`src/rtl/fetch_queue_unit.sv`:
```
// N-wide fetch unit: credit-limited sequential group requests, QDEPTH-group queue, redirect-safe drop of stale responses.
// Optional feature: define FETCH_PC_CHECK_EN to check echoed PCs and raise a sticky fetch_err.
package core_pkg;
  localparam int XLEN = 32;
endpackage

module fetch_queue_unit
  import core_pkg::*;
#(
  parameter int                     FETCH_W         = 2,
  parameter int                     ADDR_WIDTH      = XLEN,
  parameter int                     INSTR_WIDTH     = XLEN,
  parameter int                     QDEPTH          = 4,
  parameter int                     MAX_OUTSTANDING = 2,
  parameter logic [ADDR_WIDTH-1:0]  RESET_PC        = '0
) (
  input  logic                                 clk,
  input  logic                                 reset,
  input  logic                                 fetch_en,
  input  logic                                 stall,
  input  logic                                 redirect_en,
  input  logic [ADDR_WIDTH-1:0]                redirect_pc,
  fetch_queue_unit_if.master                   mem,
  output logic [FETCH_W-1:0]                   if_valid,
  output logic [FETCH_W-1:0][ADDR_WIDTH-1:0]   if_pc,
  output logic [FETCH_W-1:0][INSTR_WIDTH-1:0]  if_instr,
  output logic                                 fetch_err
);

  localparam int PTR_W = $clog2(QDEPTH);
  localparam int CNT_W = $clog2(QDEPTH + 1);
  localparam int OUT_W = $clog2(MAX_OUTSTANDING + 1);
  localparam int SUM_W = ((CNT_W > OUT_W) ? CNT_W : OUT_W) + 1;
  localparam logic [ADDR_WIDTH-1:0] PC_STEP = ADDR_WIDTH'(4 * FETCH_W);

  logic [ADDR_WIDTH-1:0] pc;
  logic [PTR_W-1:0]      head, tail;
  logic [CNT_W-1:0]      count;
  logic [OUT_W-1:0]      inflight;
  logic [OUT_W-1:0]      drop_cnt;

  logic [FETCH_W-1:0][ADDR_WIDTH-1:0]  q_pc    [QDEPTH];
  logic [FETCH_W-1:0][INSTR_WIDTH-1:0] q_instr [QDEPTH];

  logic [SUM_W-1:0] credit_used;
  logic             req, resp, pc_bad, enq, deq, has_head;

  // Every in-flight request already owns a queue slot, so responses can never be refused.
  assign credit_used = SUM_W'(count) + SUM_W'(inflight);

  // NOTE: combinational blocks assign every output on every path (no else-less ifs), so no latch is inferred.
  always_comb begin
    req      = reset & fetch_en & ~redirect_en
             & (inflight < OUT_W'(MAX_OUTSTANDING))
             & (credit_used < SUM_W'(QDEPTH));
    // A response with nothing outstanding is a leftover from before reset.
    resp     = mem.imem_valid & (inflight != '0);
    enq      = resp & ~redirect_en & (drop_cnt == '0) & ~pc_bad;
    has_head = (count != '0);
    deq      = has_head & ~stall & ~redirect_en;
  end

  assign mem.imem_ren = req;

  always_comb begin
    for (int i = 0; i < FETCH_W; i++) begin
      mem.imem_addr[i] = pc + ADDR_WIDTH'(4 * i);
    end
  end

  always_comb begin
    if_valid = {FETCH_W{has_head}};
    if_pc    = has_head ? q_pc[head]    : '0;
    if_instr = has_head ? q_instr[head] : '0;
  end

  // NOTE: sequential state uses non-blocking assignments so every register samples pre-edge values.
  always_ff @(posedge clk) begin
    if (!reset) begin
      pc       <= RESET_PC;
      head     <= '0;
      tail     <= '0;
      count    <= '0;
      inflight <= '0;
      drop_cnt <= '0;
    end else begin
      inflight <= inflight + OUT_W'(req) - OUT_W'(resp);
      if (redirect_en) begin
        pc       <= redirect_pc;
        head     <= '0;
        tail     <= '0;
        count    <= '0;
        // Everything still outstanding after this edge belongs to the old stream.
        drop_cnt <= inflight - OUT_W'(resp);
      end else begin
        if (req)                      pc       <= pc + PC_STEP;
        if (resp && drop_cnt != '0)   drop_cnt <= drop_cnt - OUT_W'(1);
        if (enq)                      tail     <= tail + PTR_W'(1);
        if (deq)                      head     <= head + PTR_W'(1);
        count <= count + CNT_W'(enq) - CNT_W'(deq);
      end
    end
  end

  // NOTE: queue storage has no reset; count gates every read, so stale contents are never visible.
  always_ff @(posedge clk) begin
    if (enq) begin
      q_pc[tail]    <= mem.imem_pc;
      q_instr[tail] <= mem.imem_rdata;
    end
  end

`ifdef FETCH_PC_CHECK_EN
  logic [ADDR_WIDTH-1:0] exp_pc;
  logic                  err_q;

  assign pc_bad    = (mem.imem_pc[0] != exp_pc);
  assign fetch_err = err_q;

  always_ff @(posedge clk) begin
    if (!reset) begin
      exp_pc <= RESET_PC;
      err_q  <= 1'b0;
    end else begin
      if (redirect_en)  exp_pc <= redirect_pc;
      else if (enq)     exp_pc <= exp_pc + PC_STEP;
      if (resp && !redirect_en && drop_cnt == '0 && pc_bad) err_q <= 1'b1;
    end
  end
`else
  assign pc_bad    = 1'b0;
  assign fetch_err = 1'b0;
`endif

endmodule

```
`src/rtl/fetch_queue_unit_if.sv`:
```
// Instruction-memory request/response bus between the fetch unit (master) and imem (slave).
// Lanes are packed [lane][bits]; lane i of a request addresses pc + 4*i.
interface fetch_queue_unit_if #(
  parameter int FETCH_W     = 2,
  parameter int ADDR_WIDTH  = 32,
  parameter int INSTR_WIDTH = 32
);
  logic                                  imem_ren;
  logic [FETCH_W-1:0][ADDR_WIDTH-1:0]    imem_addr;
  logic                                  imem_valid;
  logic [FETCH_W-1:0][INSTR_WIDTH-1:0]   imem_rdata;
  logic [FETCH_W-1:0][ADDR_WIDTH-1:0]    imem_pc;

  modport master (
    output imem_ren, imem_addr,
    input  imem_valid, imem_rdata, imem_pc
  );

  modport slave (
    input  imem_ren, imem_addr,
    output imem_valid, imem_rdata, imem_pc
  );
endinterface

```
`src/flat_wrapper.sv`:
```
// flat-port wrapper written by rule: the top's interface ports become plain ports
module fetch_queue_unit_flat import core_pkg::*;
#(
  parameter int                     FETCH_W         = 2,
  parameter int                     ADDR_WIDTH      = XLEN,
  parameter int                     INSTR_WIDTH     = XLEN,
  parameter int                     QDEPTH          = 4,
  parameter int                     MAX_OUTSTANDING = 2,
  parameter logic [ADDR_WIDTH-1:0]  RESET_PC        = '0
)
  (clk, reset, fetch_en, stall, redirect_en, redirect_pc, if_valid, if_pc, if_instr, fetch_err, mem_imem_ren, mem_imem_addr, mem_imem_valid, mem_imem_rdata, mem_imem_pc);
  fetch_queue_unit_if #(.FETCH_W(FETCH_W), .ADDR_WIDTH(ADDR_WIDTH), .INSTR_WIDTH(INSTR_WIDTH)) mem_i ();
  input  logic clk;
  input  logic reset;
  input  logic fetch_en;
  input  logic stall;
  input  logic redirect_en;
  input  logic [ADDR_WIDTH-1:0] redirect_pc;
  output logic [FETCH_W-1:0] if_valid;
  output logic [FETCH_W-1:0][ADDR_WIDTH-1:0] if_pc;
  output logic [FETCH_W-1:0][INSTR_WIDTH-1:0] if_instr;
  output logic fetch_err;
  output wire logic [$bits(mem_i.imem_ren)-1:0] mem_imem_ren;
  output wire logic [$bits(mem_i.imem_addr)-1:0] mem_imem_addr;
  input wire logic [$bits(mem_i.imem_valid)-1:0] mem_imem_valid;
  input wire logic [$bits(mem_i.imem_rdata)-1:0] mem_imem_rdata;
  input wire logic [$bits(mem_i.imem_pc)-1:0] mem_imem_pc;
  assign mem_imem_ren = mem_i.imem_ren;
  assign mem_imem_addr = mem_i.imem_addr;
  assign mem_i.imem_valid = mem_imem_valid;
  assign mem_i.imem_rdata = mem_imem_rdata;
  assign mem_i.imem_pc = mem_imem_pc;
  fetch_queue_unit #(.FETCH_W(FETCH_W), .ADDR_WIDTH(ADDR_WIDTH), .INSTR_WIDTH(INSTR_WIDTH), .QDEPTH(QDEPTH), .MAX_OUTSTANDING(MAX_OUTSTANDING), .RESET_PC(RESET_PC)) u_core (.clk(clk), .reset(reset), .fetch_en(fetch_en), .stall(stall), .redirect_en(redirect_en), .redirect_pc(redirect_pc), .mem(mem_i), .if_valid(if_valid), .if_pc(if_pc), .if_instr(if_instr), .fetch_err(fetch_err));
endmodule
```
`config.mk`:
```
export PLATFORM = sky130hd
export DESIGN_NAME = fetch_queue_unit_flat
export DESIGN_NICKNAME = d
export VERILOG_FILES = /design/src/rtl/fetch_queue_unit.sv /design/src/rtl/fetch_queue_unit_if.sv /design/src/flat_wrapper.sv
export SDC_FILE = /design/constraint.sdc
export NUM_CORES = 1
export LEC_CHECK = 0
export ABC_AREA = 1
export CAP_MARGIN = 20
export CORE_ASPECT_RATIO = 0.5
export CORE_MARGIN = 3
export CORE_UTILIZATION = 50
export CTS_BUF_LIST = sky130_fd_sc_hd__clkbuf_8
export DETAILED_ROUTE_END_ITERATION = 10
export PLACE_DENSITY = 0.75
export SYNTH_ARGS = -nofsm -noshare
export SYNTH_HDL_FRONTEND = slang
export SYNTH_SLANG_ARGS = --single-unit
```
`constraint.sdc`:
```
create_clock -name clk -period 10.6 [get_ports clk]
set_clock_uncertainty 0.05 [all_clocks]
set_input_delay 2.65 -clock clk [delete_from_list [all_inputs] [get_ports clk]]
set_output_delay 2.65 -clock clk [all_outputs]
set_load 0.01 [all_outputs]
```
======== Yosys cells after proc, flatten, opt, wreduce, memory -nomap -nowiden ========
Memories as Yosys holds them, arrays and structs flattened. A register that Yosys moved wholly into a read port is not among the register bits.
Index checks and enable logic that the tools add are counted.
operators by class
  magnitude comparators ................... 2
  add/sub/neg operators ................... 11
  reduce and logical (&&, ||, !) cells .... 8
  mux-type cells .......................... 12
  bitwise operators ....................... 12
operators with widths
  cell                                                         count
  two-way mux 64 bit                                           2
  two-way mux 32 bit                                           2
  adder 32 x 3 -> 32 bit (second input constant)               1
  adder 32 x 4 -> 32 bit (second input constant)               1
  two-way mux 2 bit                                            6
  AND 1 bit                                                    9
  nonzero test 2 bit                                           4
  adder 2 x 1 -> 2 bit (second input constant)                 2
  adder 3 x 2 -> 4 bit                                         1
  less-than comparator 4 x 3 -> 1 bit (second input constant)  1
  subtractor 2 x 1 -> 2 bit                                    2
  adder 3 x 1 -> 3 bit                                         1
  NOT 1 bit                                                    3
  nonzero test 3 bit                                           1
  subtractor 3 x 1 -> 3 bit                                    1
  adder 2 x 1 -> 2 bit                                         1
  zero test 2 bit                                              1
  less-than comparator 2 bit (second input constant)           1
  two-way mux 1 bit                                            2
  OR reduction 2 bit                                           1
  subtractor 2 x 1 -> 2 bit (second input constant)            1
  logical AND 1 bit                                            1
storage, ports and cells
  RAM bits ................................ 512
  logic and storage cells ................. 53
  input port bits ......................... 166
  register bits after elaboration ......... 43
  output and inout bits ................... 196
  memories ................................ 2
memory list
  name            words  width  read ports  clocked after memory_dff  wr ports  RTL line                RTL
  u_core.q_instr  4      64     1           1                         1         fetch_queue_unit.sv:43  logic [FETCH_W-1:0][INSTR_WIDTH-1:0] q_instr [QDEPTH];
  u_core.q_pc     4      64     1           1                         1         fetch_queue_unit.sv:42  logic [FETCH_W-1:0][ADDR_WIDTH-1:0] q_pc [QDEPTH];

======== Longest topological paths before layout ========
  depth in word-level cells ............... 6
  depth in mapped cells ................... 12
  depth with buffers taken out ............ 12

======== Worst setup path before layout ========
Ideal clock, no wire load.
  kind .................................... in2reg
  from .................................... input redirect_en
  to ...................................... memory u_core.q_instr[0][0] (netlist bit), enable pin
  data required time ...................... 9.933 ns
  library setup time ...................... 0.617 ns
  arrival ................................. 8.392 ns
  path slack .............................. 1.540 ns
  path buffers ............................ 1
  cell stages on the path ................. 4
  cell sequence ........................... buf_6 inv_1 nand3_1 nor2_1
between the ends
  word-level cells in the longest chain between the ends .. 5
ends and longest elaborated chain
  item                                     RTL line                 RTL
  start, declared                          flat_wrapper.sv:17       input logic redirect_en;
  NOT 1 bit                                fetch_queue_unit.sv:58   enq = resp & ~redirect_en & (drop_cnt == '0) & ~pc_bad;
  AND 1 bit (2 in a row)                   fetch_queue_unit.sv:58
  two-way mux 1 bit                        fetch_queue_unit.sv:107  if (enq) begin
  two-way mux 1 bit (not written as such)  fetch_queue_unit.sv:109  q_instr[tail] <= mem.imem_rdata;
  end, declared                            fetch_queue_unit.sv:43
No other way between the ends.

======== Final worst setup path ========
  from .................................... input reset
  to ...................................... output mem_imem_ren
between the ends
  word-level cells in the longest chain between the ends .. 4
ends and longest elaborated chain
  item                    RTL line                RTL
  start, declared         flat_wrapper.sv:14      input logic reset;
  AND 1 bit (2 in a row)  fetch_queue_unit.sv:53  req = reset & fetch_en & ~redirect_en
  AND 1 bit               fetch_queue_unit.sv:54  & (inflight < OUT_W'(MAX_OUTSTANDING))
  AND 1 bit               fetch_queue_unit.sv:55  & (credit_used < SUM_W'(QDEPTH));
  end, declared           flat_wrapper.sv:23      output wire logic [$bits(mem_i.imem_ren)-1:0] mem_imem_ren;
No other way between the ends.

==> results.cfg <==
[cells_and_area]
syn_to_final_growth_pct = 23.5
nets = 2582
drive_above_1_share_pct = 5.85
layoutNonFillerInstCount = 3056

[routing]
num_vias = 16500
first_pass_iters = 6
wl_um = 57200
wl_per_cell_um = 18.7
route.detailed.drc = 0
first_iter_violations = 1446
ant_nets = 0
via_per_inst = 5.39

[synthesis]
synth_top_family_by_area = simple AND/OR/NAND/NOR gates
seq_area_frac_synth_pct = 70.5
yosys.area_share.simple_pct = 14.2
ys_ff_latch = 557
synth_area_um2 = 23100
syn_nets = 2245
ys.warnings.count = 0
synth_area_leader_cell = edfxtp_1
synth.area.mux_share_pct = 0
synthCells = 2065
synth_top_area_share_pct = 66.6
synth_edf_count = 512
post_synth_main_area_contributors = edfxtp_1, nor2_1, o21ai_0, dfxtp_1, a21oi_1
synthFlopType = edfxtp_1
synth-adder-area-share_pct = 0.791
synth_compound_area_share_pct = 9.65
synth_xor_area_share_pct = 1.25
async_flop_share_pct = 0
ys_types = 34
syn_avg_cell_area_um2 = 11.2

[hold_path]
hold_path_class = reg2reg
whs_path_depth = 2
hp-start = u_core.head[1]$_SDFFE_PP0P_

[floorplan]
die-area_um2 = 49000
num_rows = 54
dieHeight_um = 158
ios = 362
coreArea_um2 = 44600
initial_utilization_pct = 51.8
die_w_um = 310

[timing]
period_needed_ns = 7.73
fin_crit_sh_pct = 72.9
slew_headroom_pct = 26.5
rsz0062_at_grt = no
setup_tns_ns = 0
hold_viol_final = 0
setup_viol = 0
fmax_ghz = 0.129
tightest_slew_ns = 1.10
report.final.slew_viol_count = 0

[run]
drv_cap = 0

[critical_path]
r2r_end = u_core.q_pc[3][37]$_DFFE_PP_
cp_cell_sequence = clkdlybuf4s50_1 -> inv_2 -> nor2_4 -> nand2_2 -> nor2_4 -> buf_4 -> clkdlybuf4s50_1
r2r_start = u_core.inflight[1]$_SDFF_PN0_
end_kind = output port
arrival_ns = 5.03
start_kind = input pin
critical_path_class = in2out
max_stage_delay_ns = 0.70
r2r_slack_ns = 7.15
cp-startpoint = reset
slowest_stage = clkdlybuf4s50_1
worstPathMaxFanout = 27
rr_worst_depth = 4
worstPathRequired_ns = 7.90

[place]
io_buffers = 360
hpwlAfterDp_um = 32900
dp_cells = 2910
gp_congestion = 0.936

[grt]
antenna_found_initial = 5
grt_pass1_wl_um = 86100
grt_pass1_vias = 15900
overflow = 0
track_usage_pct = 22.8
grt_max_degree = 197

[clock_network]
cts_resized = 0
cts_setup_buffers = 0
insertion_delay_ns = 0.63
clock_path_buffers = 3
cts_tree = done
cts_hold_buf = 0
cts.htree.levels = 3
cts-buffers-inserted = 78
cts_sinks = 557
cts_root_buf = clkbuf_8
cts.clk_slew.worst_paths_ns = 0.06

[status]
status = finished, final reports clean

[power]
p_leak_nw = 9.83
p_per_area_nw_per_um2 = 156
ir_drop_mv = 0.0893
[Yosys cell counts, types with 10 or more instances]
cell,count
nor2_1,570
edfxtp_1,512
o21ai_0,266
nand2_1,182
a21oi_1,160
inv_1,74
clkbuf_1,56
buf_2,45
dfxtp_1,45
nand3_1,41
xor2_1,29
ha_1,13
nor2_4,10
[cell usage in the layout (no fill, tap or decap), types with 2 or more instances in the layout]
master           instances
nand4_1                  2
xor2_1                  29
dfxtp_4                  2
nand2_2                  4
nor2_4                  14
nand3_1                 41
nor3_1                   2
clkinvlp_4               3
clkinv_1                26
nor3_2                   2
ha_1                    13
bufinv_16                2
dfxtp_1                 43
o21ai_1                  8
edfxtp_1               512
a22oi_1                  3
buf_12                   3
buf_4                   12
nand2_1                182
diode_2                  6
clkinv_2                 7
clkdlybuf4s50_1        360
a31oi_1                  3
clkbuf_8                81
xnor2_1                  4
nand3_2                  2
nor2_2                   6
inv_6                    2
a21oi_1                160
nor2_1                 566
inv_1                   94
o21ai_0                266
[kinds of logic after synthesis]
group,count (synthesis)
buffers and inverters,195
and+or+nand+nor,823
DFF,557
adders and majority gates,14
xor gates and xnor gates,33
AOI/OAI and AO/OA,442
other,1
[sequential cells by signal, summed over array words and instances, names as in the netlist, named ones only]
name,flops
u_core.pc,32
u_core.drop_cnt,2
u_core.inflight,2
u_core.q_instr,256
u_core.tail,2
u_core.count,3
u_core.q_pc,256
u_core.head,2
[worst max-delay path: cells and delay by family]
kind	cells	cell delay (ns)
buffers and inverters	4	1.96
AND/OR/NAND/NOR	3	0.40
[stage by stage]
step / hold WS [ns] / utilization [%] / instance area (um^2) / power (mW) / setup WS [ns]
after global routing: 0.465 / 63.9 / 28500 / 4.63 / 2.71
after CTS: 0.406 / 63.9 / 28500 / 4.48 / 2.89
after floorplan: 0.386 / - / 23100 / 2.74 / 1.54
after detailed placement: 0.393 / 60.7 / 27100 / 2.95 / 2.89
final: 0.403 / 63.9 / 28500 / 4.44 / 2.87
after global placement: 0.399 / 60.7 / 27100 / 2.94 / 2.92
[layout make-up]
type	instances	area, um^2
Clock inverter	59	299
Clock buffer	81	1110
Sequential cell	557	16300
Inverter	77	297
Tap cell	588	736
Antenna cell	6	15.0
Fill cell	3382	16100
Timing Repair Buffer	375	3750
Multi-Input combinational cell	1313	6020
[worst max path at each step]
stage / to / slack (ns) / cells past startpoint
after floorplan: u_core.q_instr[0][0]$_DFFE_PP_ / 1.54 / 4
after global placement: mem_imem_ren / 2.92 / 7
after detailed placement: mem_imem_ren / 2.89 / 7
after CTS: mem_imem_ren / 2.89 / 7
after global routing: mem_imem_ren / 2.71 / 7
final: mem_imem_ren / 2.87 / 7
[layer usage]
layer  share of wire [%]  vias to the layer above  GRT usage, %
met1                  38                     7866          27.0
met4                 4.1                        0          10.6
met2                  51                      644          40.8
li1                    -                     7799             -
met3                 6.3                      159          4.14
met5                   0                        -             0
[power breakdown]
group	total, mW	internal [mW]	switching (mW)
Clock	1.54	0.759	0.780
Combinational	0.399	0.180	0.219
Sequential	2.51	2.47	0.0350
Total	4.44	3.41	1.03
(Power assumes the default switching activity.)
==> patch (same settings) <==
`MAX_OUTSTANDING` is set to 2 in 2 places; all go to 4.
--- a/src/rtl/fetch_queue_unit.sv
+++ b/src/rtl/fetch_queue_unit.sv
@@ -13,3 +13,3 @@
   parameter int                     QDEPTH          = 4,
-  parameter int                     MAX_OUTSTANDING = 2,
+  parameter int                     MAX_OUTSTANDING = 4,
   parameter logic [ADDR_WIDTH-1:0]  RESET_PC        = '0
--- a/src/flat_wrapper.sv
+++ b/src/flat_wrapper.sv
@@ -7,3 +7,3 @@
   parameter int                     QDEPTH          = 4,
-  parameter int                     MAX_OUTSTANDING = 2,
+  parameter int                     MAX_OUTSTANDING = 4,
   parameter logic [ADDR_WIDTH-1:0]  RESET_PC        = '0
Check against the original RTL: not equivalent (Yosys sat finds a counterexample within 4 cycles, from zero or initial values and one cycle with reset low).
==> patch against the original RTL <==
Routed wire length rose by 0.91%; setup slack lost 0.16 ns; sequential cell count up 2; count of clock-buffer cells in the layout decreased by 2; sequential share of layout area is 0.19 points lower; area after synthesis increased by 0.79%; total power rose by 0.24%; final area up 0.58%.
==> patch: results <==
{
  "status": "finished, final reports clean",
  "drt_iter0_drc": 1551,
  "synth_compound_area_frac": 0.0968,
  "clk-insertion-delay-late_ns": 0.63,
  "vdd_drop_max_mv": 0.0821,
  "yosys.area_share.adder": 0.0103,
  "reg.largest.list": "u_core.q_instr x256, u_core.q_pc x256, u_core.pc x32",
  "wl_met1_um": 22500,
  "fin_nets": 2604,
  "ys.flop_type": "edfxtp_1",
  "synth-xor-area-share": 0.0124,
  "synthesis.nets": 2266,
  "met3_usage": 0.0467,
  "grt.met1_usage": 0.268,
  "grtUsageMet2": 0.416,
  "place_inst": 2968,
  "grt_pass1_vias": 16000,
  "r2r_end": "u_core.q_pc[2][9]$_DFFE_PP_",
  "place_ws_ns": 2.74,
  "antenna_found_initial": 6,
  "crit_slowest_cell": "clkdlybuf4s50_1",
  "rrSetupSlack_ns": 7.00,
  "place.gp.congestion": 0.910,
  "grt_start_max_net_pins": 162,
  "synth.distinct_cells": 36,
  "routedWlPerCell_um": 18.5,
  "synth_common_cells": "nor2_1 (571), edfxtp_1 (512), o21ai_0 (277), a21oi_1 (161), nand2_1 (146)",
  "cts-root-buf": "clkbuf_8",
  "wl_met3_um": 3210,
  "avgSynthCellArea_um2": 11.2,
  "cts_buffers": 77,
  "drtPass1Iterations": 6,
  "n_fill_cell": 3502,
  "wl_met2_um": 30100,
  "reg2reg_depth": 5,
  "grt_usage": 0.229,
  "critPathArrivalTime_ns": 5.19,
  "port_buffers": 360,
  "cp_max_fo": 34,
  "clockBufferDepth": 3,
  "timing.hold.ws_ns": 0.416,
  "place_hpwl_um": 33700,
  "grt_pass1_wl_um": 87600,
  "via_per_inst": 5.25,
  "path_clk_slew_ns": 0.06,
  "cts_resized": 0,
  "power_leakage_nw": 9.88,
  "crit_family": "buffers and inverters",
  "max_stage_delay_ns": 0.59,
  "stdcell_count": 3114,
  "relSlewSlack": 0.272,
  "synth_top_family_by_area": "simple AND/OR/NAND/NOR gates",
  "synthTopCellsByArea": "edfxtp_1 (66%), nor2_1 (9.2%), o21ai_0 (6.0%)",
  "drive_above_1_share": 0.0617,
  "placed_area_um2": 27300,
  "muxShareOfSynthArea": 0,
  "ys_seq_area_frac": 0.701
}
[patch: how the worst max path moves through the flow]
stage	from	end	slack, ns	depth (start not counted)
2_1_floorplan	mem_imem_valid	u_core.q_instr[0][0]$_DFFE_PP_	1.36	4
3_3_place_gp	redirect_en	mem_imem_ren	2.76	8
3_5_place_dp	redirect_en	mem_imem_ren	2.74	8
4_1_cts	redirect_en	mem_imem_ren	2.74	8
5_1_grt	redirect_en	mem_imem_ren	2.58	8
6_report	redirect_en	mem_imem_ren	2.71	8
[patch: layout make-up]
class / instances / area [um2] / share of cell area
sequential: 559 / 16300 / 0.569
multi-input combinational: 1313 / 6090 / 0.212
timing repair buffer: 378 / 3760 / 0.131
clock buffer: 79 / 1090 / 0.0379
tap: 627 / 785 / 0.0274
inverter: 91 / 359 / 0.0125
clock inverter: 59 / 255 / 0.00890
antenna: 8 / 20.0 / 0.000698
[patch: power by group]
group / switching (W) / internal [W]
sequential: 0.0000374 / 0.00248
clock: 0.000793 / 0.000697
combinational: 0.000244 / 0.000199
